**config.mk**
```make
export PLATFORM = sky130hd
export DESIGN_NAME = register_readout
export DESIGN_NICKNAME = d
export VERILOG_FILES = /design/src/rtl/register_readout.sv
export SDC_FILE = /design/constraint.sdc
export NUM_CORES = 1
export LEC_CHECK = 0
export CAP_MARGIN = 25
export CORE_ASPECT_RATIO = 2
export CORE_MARGIN = 1
export CORE_UTILIZATION = 40
export CTS_CLUSTER_DIAMETER = 40
export CTS_CLUSTER_SIZE = 40
export DETAILED_ROUTE_END_ITERATION = 16
export PLACE_DENSITY = 0.7
export SYNTH_ARGS = -nofsm -noshare
export SYNTH_HDL_FRONTEND = slang
export SYNTH_SLANG_ARGS = --single-unit
```
**constraint.sdc**
```tcl
create_clock -name CLK -period 2 [get_ports CLK]
set_clock_uncertainty 0.15 [all_clocks]
set_input_delay 0.5 -clock CLK [delete_from_list [all_inputs] [get_ports CLK]]
set_output_delay 0.5 -clock CLK [all_outputs]
set_load 0.03 [all_outputs]
```
**src/rtl/register_readout.sv**
```systemverilog
// Captures a 32-bit register value on RE and streams it out a byte at a time (1-cycle capture latency).
// Ready=0 holds Dbyte/Valid; Done pulses one cycle after the last byte is accepted.
module register_readout #(
  parameter bit LSB_FIRST = 1'b1
) (
  input  logic        CLK,
  input  logic        RST,
  input  logic [31:0] Din,
  input  logic        RE,
  input  logic        Ready,
  output logic [7:0]  Dbyte,
  output logic        Valid,
  output logic        Busy,
  output logic        Done
);

  typedef enum logic [1:0] {
    IDLE = 2'd0,
    SEND = 2'd1,
    DONE = 2'd2
  } state_t;

  state_t      state;
  state_t      state_nxt;
  logic [31:0] shadow;
  logic [1:0]  cnt;
  logic [1:0]  sel;
  logic        capture;
  logic        xfer;

  always_comb begin
    state_nxt = state;
    capture   = 1'b0;
    xfer      = 1'b0;
    case (state)
      IDLE: begin
        if (RE) begin
          capture   = 1'b1;
          state_nxt = SEND;
        end
      end
      SEND: begin
        if (Ready) begin
          xfer = 1'b1;
          if (cnt == 2'd3) state_nxt = DONE;
        end
      end
      DONE:    state_nxt = IDLE;
      default: state_nxt = IDLE;
    endcase
  end

  // The counter parks at 3 on the final transfer; DONE/IDLE never look at it.
  always_ff @(posedge CLK) begin
    if (RST) begin
      state  <= IDLE;
      shadow <= 32'h0;
      cnt    <= 2'd0;
    end else begin
      state <= state_nxt;
      if (capture) begin
        shadow <= Din;
        cnt    <= 2'd0;
      end else if (xfer && (cnt != 2'd3)) begin
        cnt <= cnt + 2'd1;
      end
    end
  end

  assign sel = LSB_FIRST ? cnt : ~cnt;

  always_comb begin
    Dbyte = 8'h00;
    if (state == SEND) begin
      case (sel)
        2'd0:    Dbyte = shadow[7:0];
        2'd1:    Dbyte = shadow[15:8];
        2'd2:    Dbyte = shadow[23:16];
        default: Dbyte = shadow[31:24];
      endcase
    end
  end

  assign Valid = (state == SEND);
  assign Busy  = (state != IDLE);
  assign Done  = (state == DONE);

endmodule

```
After elaboration in Yosys (flattened, before gate mapping). Cells that the tools add are included.

Bits in registers: 36. Input port bits: 36. Output and inout bits: 11. Logic and storage cells: 29.

$add $sub $neg: 1. Eq/ne operators: 9. Muxes and demuxes: 10. Reductions and logical operators: 6.

Operator list (count): 8-bit one-hot mux with 3 select lines (1); 8-bit two-way mux (1); 2-bit equality test, second input constant (3); 2-bit two-way mux (3); 2-bit != test, second input constant (3); 2-bit by 1-bit equality test with 1-bit output, second input constant (2); 2-bit logical NOT (2); 1-bit two-way mux (4); 2-bit one-hot mux with 2 select lines (1); 3-bit AND reduction (1); 2-bit by 1-bit adder with 2-bit output, second input constant (1); 2-bit by 1-bit != test with 1-bit output, second input constant (1); 2-bit nonzero test (1); 2-bit OR reduction (1); 1-bit logical AND (1).

Depth between registers and ports, before layout.
Word-level depth: 4. Mapped depth: 5. Gate-level depth less buffers: 4.

Least setup slack after synthesis. No wires, ideal clock.

Path kind: reg-to-output. From: register cnt[0]. To: output port Dbyte[5]. Arrival time: 1.508 ns. Data required time: 1.350 ns. Path slack: -0.158 ns. Stages on the path, launching flop included: 6. Buffers on the path: 1. Cells stage by stage: dfxtp_1 -> ha_1 -> inv_1 -> clkbuf_1 -> o21ai_0 -> a21oi_1.

Word-level cells in the longest chain between the ends: 3. Elaborated cells on any way between the ends: 5. Classes of those cells: eq/ne (2); mux (2); reduce/logical (1).

RTL lines: start: declaration (line 26) `logic [1:0] cnt;`; start signal: assignment (line 65) `cnt <= cnt + 2'd1;`; 2-bit equality test, or another cell as far along (line 75) `case (sel)`; 8-bit one-hot mux with 3 select lines (*) (line 75); 8-bit two-way mux (*) (line 74) `if (state == SEND) begin`; end: declaration (line 11) `output logic [7:0] Dbyte,`.

Every way passes the cells marked *; elsewhere a longest branch is shown, timed or not.

Worst setup path in the final report.
From: register cnt[1]. To: output port Dbyte[3].

Same word-level chain as after synthesis.

==> results.ini <==
[outcome]
status=finished with violations
violations=negative setup slack

[sta]
rsz0062_at_grt=yes
hold_violations=0
setup_ws_ns=-0.224
report.final.slew_viol_count=0
min_period_ns=2.22
tightest_slew_ns=0.424
slew_headroom_pct=71.7
timing.final.crit_share_pct=111
setup-violations-final=8
tns_ns=-1.49
fmax_ghz=0.450

[yosys]
synth-main-ff-cell=dfxtp_1
yosysTopAreaCellShare_pct=45.6
syn_inst=194
yosysSeqAreaShare_pct=45.6
synth_top_cell_by_area=dfxtp_1
synth-seq-cells=36
synth_edf_count=0
synth_area_leaders=dfxtp_1, nand2_1, a21oi_1
synthesis.area_sq_um=1580
async_flop_share_pct=0
avgSynthCellArea_sq_um=8.15
yosys_warnings=0
syn_nets=235
synthDistinctLibCells=22

[routing]
vias=1485
drc=0
drtPass1Iterations=4
drtIter0Drc=46
wl_met3_um=132
met1_length_um=1510
dr.max_layer_used=met4
drtAntennaViolNets=0
viasPerCell=5.00
routedWlPerCell_um=13.2
postRouteWirelength_um=3910
dr_wl_met2_um=2180

[clocking]
cts-root-buf=clkbuf_8
cts_sinks=36
clk_pin_slew_ns=0.06
cts_tree=yes
cts_buffer_depth=2
clk_latency_ns=0.28
numCtsBuffers=5
h-tree-depth=2

[worst_setup_path]
slowest_stage=a222oi_1
end_kind=output port
criticalPathCategory=flop to output port
crit_required_ns=1.35
cp_cell_sequence=inv_2 > ha_4 > a222oi_1 > a21oi_2 > buf_6
timing.critical_path.max_delay_family=compound AO/OA/AOI/OAI gates
critical_path.max_stage_delay_ns=0.43
path_max_fanout=8
critPathLaunchType=flop
arrival_ns=1.57
crit_buf_inv=2

[global_route]
grt_max_degree=37
antenna_found_initial=0
grt_pass1_vias=1433
grt_pass1_wl_um=6280
grt-ovfl-total=0
grt_usage_pct=20.4

[placement]
place_ws_ns=-0.0543
gp_congestion=0.787
io_buffers=46
hpwl_um=2680
placed_cells=283
postPlaceCellArea_sq_um=2110

[final_layout]
layout-drive-gt1-share_pct=21.5
syn_to_final_growth_pct=50.0
num_antenna_cells=0
fin_area_sq_um=2370
fin_nets=287
fin_cells=297

[power]
p_total_mw=1.60
irDropWorstVdd_mv=0.619
p_leak_nw=0.886
pwr_density_cell_nw_per_um2=674

[flow_run]
cap_violations=0

[min_path]
min_path_type=flop to flop

[floorplan]
die_w_um=46.4
die-area_sq_um=4220
core_sq_um=3800
initial_core_util_pct=41.5
row_count=32
io_pins=47
die_h_um=90.9

==> final timing paths <==
path,startpoint,endpoint,slack (ns),cells after the start
worst min-delay path,shadow[31]$_SDFFE_PP0P_,shadow[31]$_SDFFE_PP0P_,0.30,2
worst max register to register,cnt[0]$_SDFFE_PP0P_,cnt[1]$_SDFFE_PP0P_,0.32,6
worst max-delay path,cnt[1]$_SDFFE_PP0P_,Dbyte[3],-0.22,5
worst min register to register,shadow[31]$_SDFFE_PP0P_,shadow[31]$_SDFFE_PP0P_,0.30,2
==> worst reg2reg max path: cells and delay by family (launching register included) <==
| family | cells | cell delay, ns |
|---|---|---|
| adder cells (fa/ha/maj) | 1 | 0.21 |
| buffers and inverters | 2 | 0.26 |
| flip-flops | 1 | 0.33 |
| multiplexers | 1 | 0.19 |
| AND/OR/NAND/NOR | 2 | 0.41 |
==> where the power goes <==
part / leakage, nW / switching, mW / total, mW / internal (mW)
logic: 0.538 / 0.130 / 0.274 / 0.144
registers: 0.297 / 0.0280 / 0.787 / 0.759
clock network: 0.0503 / 0.230 / 0.536 / 0.306
total: 0.886 / 0.388 / 1.60 / 1.21
==> per-stage QoR <==
step | hold slack (ns) | util, %
floorplan | 0.283 | -
global placement | 0.291 | 55.5
detailed placement | 0.294 | 55.5
CTS | 0.303 | 62.2
global route | 0.315 | 62.3
finish | 0.302 | 62.3
==> sequential cells by signal, summed over array words and instances, names as in the netlist <==
name	cells
state	2
shadow	32
cnt	2
==> per-layer routing <==
layer	up-vias	track usage [%]
met1	677	21.2
met4	0	9.80
met5	-	0
met2	39	35.3
met3	7	4.60
li1	762	-
==> synthesized netlist by cell type, drive strengths merged (3+ instances only) <==
master / number
a21oi: 41
clkbuf: 5
nor3: 3
buf: 10
inv: 3
nand2: 65
ha: 5
dfxtp: 36
o21ai: 8
a222oi: 8
==> cells in the final DEF, fill, tap and decap left out, drive strengths merged, types with 2 or more instances in the layout <==
cell / synthesis / final
buf: 10 / 22
o21ai: 8 / 8
clkdlybuf4s50: 0 / 35
nor3: 3 / 3
ha: 5 / 5
clkbuf: 5 / 7
dlygate4sd2: 0 / 2
a222oi: 8 / 8
a21oi: 41 / 41
inv: 3 / 3
nand2: 65 / 65
dfxtp: 36 / 36
==> cells by family after synthesis <==
kind of cell / share of synthesized area [%]
flip-flops: 45.6
AO/OA/AOI/OAI: 20.6
adder cells (fa/ha/maj): 3.96
XOR/XNOR: 0.554
AND/OR/NAND/NOR: 20.8
buffers and inverters: 7.84
multiplexers: 0.633
==> layout make-up <==
type / count / area [sq um]
well taps: 51 / 63.8
repair buffers: 60 / 654
inverters: 4 / 15.0
multi-input cells: 139 / 816
clock buffers: 7 / 96.3
flip-flops and latches: 36 / 724
fillers: 334 / 1430
==> what timing repair did <==
action                                  CTS  global route
endpoints found under the setup margin   11            10
pin swaps                                 6             8
buffers inserted                          6             0
gates resized for setup                  27             2
hold buffers                              0             0
gates cloned                              1             0
No activity file was read; power rests on OpenSTA's default activity.
